==> config.mk <==
export PLATFORM = sky130hd
export DESIGN_NAME = instruction_fetch
export DESIGN_NICKNAME = d
export VERILOG_FILES = /design/src/rtl/instruction_fetch.sv
export SDC_FILE = /design/constraint.sdc
export NUM_CORES = 1
export LEC_CHECK = 0
export BUFFER_PORTS_ARGS = -buffer_cell sky130_fd_sc_hd__buf_4
export CAP_MARGIN = 15
export CORE_ASPECT_RATIO = 0.5
export CORE_MARGIN = 2
export CORE_UTILIZATION = 47
export CTS_BUF_LIST = sky130_fd_sc_hd__clkbuf_8
export CTS_CLUSTER_DIAMETER = 120
export DETAILED_ROUTE_END_ITERATION = 10
export PLACE_DENSITY_LB_ADDON = 0.12
export SETUP_SLACK_MARGIN = 0.02
export SLEW_MARGIN = 40
export SYNTH_ARGS = -nofsm -noshare
export SYNTH_HDL_FRONTEND = slang
export SYNTH_SLANG_ARGS = --single-unit
==> constraint.sdc <==
create_clock -name i_clk -period 5.9 [get_ports i_clk]
set_clock_uncertainty 0.1 [all_clocks]
set_input_delay 1.475 -clock i_clk [delete_from_list [all_inputs] [get_ports i_clk]]
set_output_delay 1.475 -clock i_clk [all_outputs]
set_load 0.05 [all_outputs]
==> src/rtl/instruction_fetch.sv <==
// instruction_fetch: MIPS IF stage owning the PC, single-outstanding req/ack to imem,
//   registered {pc, instruction, valid} to IF/ID. Latency: ack in cycle N -> output in N+1.
// Backpressure: i_stall holds the output; a word acked during stall is parked in a
//   one-entry skid buffer (HOLD, req dropped) and delivered the cycle after stall drops.
// Ports: i_clk/i_rst (async active-low), i_stall/i_flush/i_redirect/i_redirect_pc from
//   downstream, o_imem_req/o_imem_addr/i_imem_ack/i_imem_rdata to memory,
//   o_pc/o_instruction/o_valid to decode, o_fetch_count/o_bubble_count perf counters.
// Optional feature macro: FETCH_PERF_CNT_EN (counters present when defined, else tied to 0).
module instruction_fetch #(
  parameter int                NBITS    = 32,
  parameter logic [NBITS-1:0]  RESET_PC = '0
) (
  input  logic             i_clk,
  input  logic             i_rst,
  input  logic             i_stall,
  input  logic             i_flush,
  input  logic             i_redirect,
  input  logic [NBITS-1:0] i_redirect_pc,
  output logic             o_imem_req,
  output logic [NBITS-1:0] o_imem_addr,
  input  logic             i_imem_ack,
  input  logic [31:0]      i_imem_rdata,
  output logic [NBITS-1:0] o_pc,
  output logic [31:0]      o_instruction,
  output logic             o_valid,
  output logic [31:0]      o_fetch_count,
  output logic [31:0]      o_bubble_count
);

  localparam logic [0:0] ST_FETCH = 1'b0;
  localparam logic [0:0] ST_HOLD  = 1'b1;

  logic [0:0]       state, state_nxt;
  logic [NBITS-1:0] pc, pc_nxt;
  logic [NBITS-1:0] skid_pc, skid_pc_nxt;
  logic [31:0]      skid_instr, skid_instr_nxt;
  logic [NBITS-1:0] out_pc_nxt;
  logic [31:0]      out_instr_nxt;
  logic             valid_nxt;
  logic             ack_ok;
  logic             deliver;
  logic             fetch_inc;
  logic             bubble_inc;

  assign o_imem_addr = pc;

  // An ack only counts while our request is actually out (not in the cycle
  // right after reset, and never in HOLD).
  assign ack_ok = (state == ST_FETCH) && o_imem_req && i_imem_ack;

  always_comb begin
    state_nxt      = state;
    pc_nxt         = pc;
    skid_pc_nxt    = skid_pc;
    skid_instr_nxt = skid_instr;
    out_pc_nxt     = o_pc;
    out_instr_nxt  = o_instruction;
    valid_nxt      = o_valid;
    deliver        = 1'b0;

    if (i_redirect) begin
      // Redirect beats both the skid and any same-cycle ack.
      pc_nxt         = i_redirect_pc;
      state_nxt      = ST_FETCH;
      skid_pc_nxt    = '0;
      skid_instr_nxt = '0;
      if (!i_stall) valid_nxt = 1'b0;
    end else if (state == ST_HOLD) begin
      if (!i_stall) begin
        out_pc_nxt    = skid_pc;
        out_instr_nxt = skid_instr;
        valid_nxt     = 1'b1;
        deliver       = 1'b1;
        state_nxt     = ST_FETCH;
      end
    end else if (ack_ok) begin
      pc_nxt = pc + NBITS'(4);
      if (i_stall) begin
        skid_pc_nxt    = pc;
        skid_instr_nxt = i_imem_rdata;
        state_nxt      = ST_HOLD;
      end else begin
        out_pc_nxt    = pc;
        out_instr_nxt = i_imem_rdata;
        valid_nxt     = 1'b1;
        deliver       = 1'b1;
      end
    end else if (!i_stall) begin
      valid_nxt = 1'b0;
    end

    // Flush only kills the output valid; PC and skid are left alone.
    if (i_flush) valid_nxt = 1'b0;
  end

  // Without stall the output valid is rewritten every edge, so any edge that
  // does not deliver a live word is a bubble.
  assign fetch_inc  = deliver && !i_flush;
  assign bubble_inc = !i_stall && !fetch_inc;

  always_ff @(posedge i_clk or negedge i_rst) begin
    if (!i_rst) begin
      state         <= ST_FETCH;
      pc            <= RESET_PC;
      skid_pc       <= '0;
      skid_instr    <= '0;
      o_imem_req    <= 1'b0;
      o_pc          <= '0;
      o_instruction <= '0;
      o_valid       <= 1'b0;
    end else begin
      state         <= state_nxt;
      pc            <= pc_nxt;
      skid_pc       <= skid_pc_nxt;
      skid_instr    <= skid_instr_nxt;
      o_imem_req    <= (state_nxt == ST_FETCH);
      o_pc          <= out_pc_nxt;
      o_instruction <= out_instr_nxt;
      o_valid       <= valid_nxt;
    end
  end

`ifdef FETCH_PERF_CNT_EN
  logic [31:0] fetch_cnt, bubble_cnt;

  always_ff @(posedge i_clk or negedge i_rst) begin
    if (!i_rst) begin
      fetch_cnt  <= '0;
      bubble_cnt <= '0;
    end else begin
      if (fetch_inc)  fetch_cnt  <= fetch_cnt + 32'd1;
      if (bubble_inc) bubble_cnt <= bubble_cnt + 32'd1;
    end
  end

  assign o_fetch_count  = fetch_cnt;
  assign o_bubble_count = bubble_cnt;
`else
  logic unused_perf;
  assign unused_perf    = fetch_inc ^ bubble_inc;
  assign o_fetch_count  = '0;
  assign o_bubble_count = '0;
`endif

endmodule

# --- Word-level counts from Yosys, hierarchy flattened ---
# Index checks and enable logic that the tools add are counted.
word_totals:
  output_inout_bits: 162
  inputBits: 70
  wordCells: 52
  ff_bits: 163
classes:
  n_eq_ne: 3
  bitwise_logic: 3
  add_sub_neg: 1
  mux: 29
  n_reduce_logical: 8
ops:
  columns: ["cell", "n"]
  rows:
  - ["$mux 32", 19]
  - ["$add 32x3->32 const B", 1]
  - ["$mux 1", 10]
  - ["$ne 2x2->1 const B", 3]
  - ["$reduce_bool 2->1", 3]
  - ["$reduce_and 4->1", 1]
  - ["$not 1->1", 3]
  - ["$reduce_and 3->1", 1]
  - ["$logic_and 1x1->1", 2]
  - ["$reduce_and 2->1", 1]

# --- Longest topological paths before layout ---
logic_depth:
  depth_word: 7
  mapped_depth: 8
  mapped_depth_nobuf: 5

# --- Least setup slack after synthesis ---
# Ideal clock, no wire load.
synth_timing:
  path_kind: "input -> register"
  start: "input port i_imem_ack"
  end: "register pc[29], in the netlist o_imem_addr[29]"
  t_required_ns: 5.718
  stages: 5
  arrival_ns: 2.904
  n_path_buf: 1
  slack_ns: 2.814
  setup_time_ns: 0.082
  cell_sequence: "nand3_2 > buf_6 > or4_4 > or4_1 > a31oi_1"
synth_between:
  elab_chain_cells: 3
synth_lines:
  columns: ["item", "line_no", "source"]
  rows:
  - ["start, declared", "21", "input logic i_imem_ack,"]
  - ["$logic_and 1x1->1", "49", "assign ack_ok = (state == ST_FETCH) && o_imem_req && i_imem_ack;"]
  - ["$reduce_bool 2->1 (no line)", null, null]
  - ["$reduce_and 2->1 (no line)", null, null]
  - ["end signal, assigned", "113", "pc <= pc_nxt;"]
  - ["end, declared", "34", "logic [NBITS-1:0] pc, pc_nxt;"]
# No other way between the ends.
# A chain may end at the register's enable or synchronous reset.

# --- Final worst setup path ---
layout_timing:
  start: "input port i_imem_ack"
  end: "register pc[26], in the netlist o_imem_addr[26]"
# Same word-level chain as after synthesis.

==> summary.md <==
| Metric | Value |
|---|---|
| Die width | `187 microns` |
| Synth Flop Type | `dfrtp_1` |
| Crit-path slowest cell | `or4_1` |
| Clk root buf | `clkbuf_8` |
| Register area share after synthesis | `0.518` |
| Area Overhead vs Synth | `19.3%` |
| Residual DRC count | `0` |
| Fin area | `9390 sq um` |
| Post-synth EDFFs | `0` |
| Yosys reg bits | `163` |
| Cells on worst reg2reg path | `4` |
| Share of layout cells above drive strength 1 | `0.218` |
| CTS tree | `built` |
| Synth async-reset ratio | `1.00` |
| Worst-Skew Late Latency | `450 ps` |
| Leakage | `4.13 nW` |
| Synth Instances | `852` |
| Worst Path Required | `6170 ps` |
| Worst slack on hold paths | `420 ps` |
| Clock buffer count from CTS | `17` |
| Top fanout value on the critical path | `13` |
| Clk sinks | `163` |
| Max cap viols | `0` |
| Drt total wl | `18.7 mm` |
| H-Tree Depth | `4` |
| Total global routing overflow | `0` |
| Achievable Freq | `0.343 GHz` |
| Antenna Violating Nets Remaining | `0` |
| Clock Pin Slew Worst Setup and Hold Paths | `90 ps` |
| Site row count | `33` |
| Final setup violation count | `0` |
| Via Count | `6212` |
| Antenna violations before repair | `0` |
| Min cycle time layout | `2910 ps` |
| Fin nets | `1058` |
| Status | `completed` |
| Synthesized area | `7870 sq um` |
| Power per cell area | `341 nW/um^2` |
| Worst path most repeated cell | `or4_1` |
| Peak VDD IR | `0.164 mV` |
| Vias in the first global route | `5847` |
| First-pass GRT wire length | `30.2 mm` |
| Fill cell count | `1547` |
| CP peak stage delay | `750 ps` |
| Slew headroom | `0.447` |
| Setup Fix Bufs, Post-CTS | `0` |
| Hold Path End | `o_valid` |
| Critical Path AT | `3180 ps` |
| Hold Crit Depth | `2` |
| FF+latch area | `4080 sq um` |
| Post_cts resized | `0` |
| GRT Resource Usage Total | `0.213` |
| I/O Buffers | `167` |
| RSZ-0062 raised after global routing | `false` |
| Die Ht | `95.5 microns` |
| Yosys cell types | `43` |
| WL per Instance | `15.3 microns` |
| Final Cycle Share | `0.494` |
| Hold path startpoint | `o_valid` |
| Vias per cell | `5.07` |
| Initial Util | `0.480` |
| Total negative setup slack | `0 ps` |
| CORE AREA | `16400 sq um` |
| Synth warn | `0` |
| Crit end category | `register` |
| FF-to-FF setup slack | `3390 ps` |
| Multi-input gate area | `3300 sq um` |
| DP HPWL | `12.0 mm` |
| Avg Cell Area, Syn | `9.24 sq um` |
| Max-slew violation count | `0` |
| RR Startpoint | `state` |
| GPL Wtd Cong | `0.809` |
| Critical path, cell by cell | `buf_4 -> nand3_2 -> or4_1 -> or4_1 -> a31oi_1` |
| DRT Pass-1 Iters | `5` |
| Count of boundary I/O pins | `232` |
| CP Launch Type | `input port` |
| Tightest Pin Transition | `829 ps` |
| Placed inst area | `9020 sq um` |
| Worst setup startpoint | `i_imem_ack` |
| Hold_buf cts | `0` |
| DR iter-0 viols | `303` |
| ANT cells | `0` |
| Max Buffers Root-to-Sink | `2` |
| Hold Violations, Final | `0` |
| Critical R2R Capture | `o_imem_addr[26]` |
| Die area | `17900 sq um` |
| Worst hold path type | `register to register` |
| Largest net degree at the start of global routing | `84` |
| Setup CP Type | `input port to register` |
-- per-layer routing --
layer | GRT usage | vias to the layer above | routed length [microns]
met3 | 0.0431 | 11 | 918
met5 | 0 | - | 0
met2 | 0.348 | 174 | 8720
met1 | 0.291 | 3000 | 8930
li1 | - | 3027 | -
met4 | 0.0582 | 0 | 162
-- state kept, by name, indices dropped and copies added, names as in the netlist --
name and count:
o_imem_req 1, skid_pc 32, state 1, o_instruction 32, o_valid 1, o_imem_addr 32, o_pc 32, skid_instr 32
-- final cells by class --
type / instances / share of cell area
Sequential cell: 163 / 0.435
Multi-Input combinational cell: 622 / 0.351
Timing Repair Buffer: 175 / 0.141
Tap cell: 227 / 0.0302
Clock buffer: 18 / 0.0264
Clock inverter: 13 / 0.0135
Inverter: 8 / 0.00320
-- synthesized netlist by cell type, drive strengths merged, types with 2 or more instances --
master,instances,share of area
inv,8,0.0038
a31o,2,0.0022
mux2,2,0.0029
nand2,156,0.074
o211ai,2,0.0019
a21oi,132,0.084
or4,12,0.012
a31oi,13,0.010
and4,3,0.0033
o21ai,20,0.013
mux2i,65,0.083
nand2b,2,0.0016
clkbuf,46,0.022
nor3,7,0.0044
dfrtp,163,0.52
xnor2,11,0.012
buf,76,0.068
nor2,81,0.039
nor4,3,0.0024
o31ai,4,0.0038
or3,7,0.0056
nand4,12,0.0095
nand3,11,0.0076
and2,2,0.0016
-- cell usage in the layout (no fill, tap or decap), drive strengths merged --
cell	Yosys	routed
dfrtp	163	163
xnor2	11	11
conb	1	64
o31ai	4	4
o311ai	1	1
and3	1	1
nand4	12	12
xor2	1	1
o31a	1	1
nor3	7	7
nor4	3	3
nor4b	1	1
a21oi	132	132
o21a	1	1
and3b	1	1
inv	8	15
or3	7	7
nand3b	1	1
and2	2	2
o211ai	2	2
or2	1	1
or4	12	12
mux2i	65	65
a31oi	13	13
nand2b	2	2
buf	76	174
mux2	2	2
nand2	156	156
clkinvlp	0	3
clkinv	0	2
nand4b	1	1
a31o	2	2
and4	3	3
nor2	81	81
clkbuf	46	19
o21ai	20	20
ha	1	1
nand3	11	11
bufinv	0	1
-- worst max-delay path: cells and delay by family --
| kind | cells | cell delay [ps] |
|---|---|---|
| AOI/OAI and AO/OA | 1 | 170 |
| buffers and inverters | 1 | 90 |
| and+or+nand+nor | 3 | 1450 |
-- worst max-delay path by stage --
stage / depth (start not counted) / end / slack (ps)
floorplan: 5 / o_imem_addr[29] / 2810
global placement: 5 / o_imem_addr[26] / 2540
detailed placement: 5 / o_imem_addr[26] / 2520
CTS: 5 / o_imem_addr[26] / 3010
global route: 5 / o_imem_addr[22] / 2910
finish: 5 / o_imem_addr[26] / 2990
-- logic make-up (layout without fill, tap and decap cells) --
family          Yosys count  in the layout  share of synthesized area
simple gates            302            302                      0.169
compound gates          176            176                      0.118
flops                   163            163                      0.518
buf+inv                 130            214                     0.0942
mux                      67             67                     0.0855
xor+xnor                 12             12                     0.0133
fa+ha+maj                 1              1                    0.00159
other cells               1             64                   0.000476
-- through the flow --
step | utilization | cells | setup WS (ps) | total power, W
final | 0.573 | 1226 | 2990 | 0.00321
after global routing | 0.573 | 1226 | 2910 | 0.00336
after CTS | 0.573 | 1226 | 3010 | 0.00324
after detailed placement | 0.550 | 1195 | 2520 | 0.00244
after global placement | 0.550 | 1195 | 2540 | 0.00242
after floorplan | - | 915 | 2810 | 0.00213
-- power by group --
group          leakage (nW)  switching, W  internal (W)  total [W]
sequential             1.99      0.000119       0.00125    0.00137
clock                 0.185      0.000449      0.000350   0.000799
combinational          1.95      0.000744      0.000290    0.00103
No activity file was read; power rests on OpenSTA's default activity.
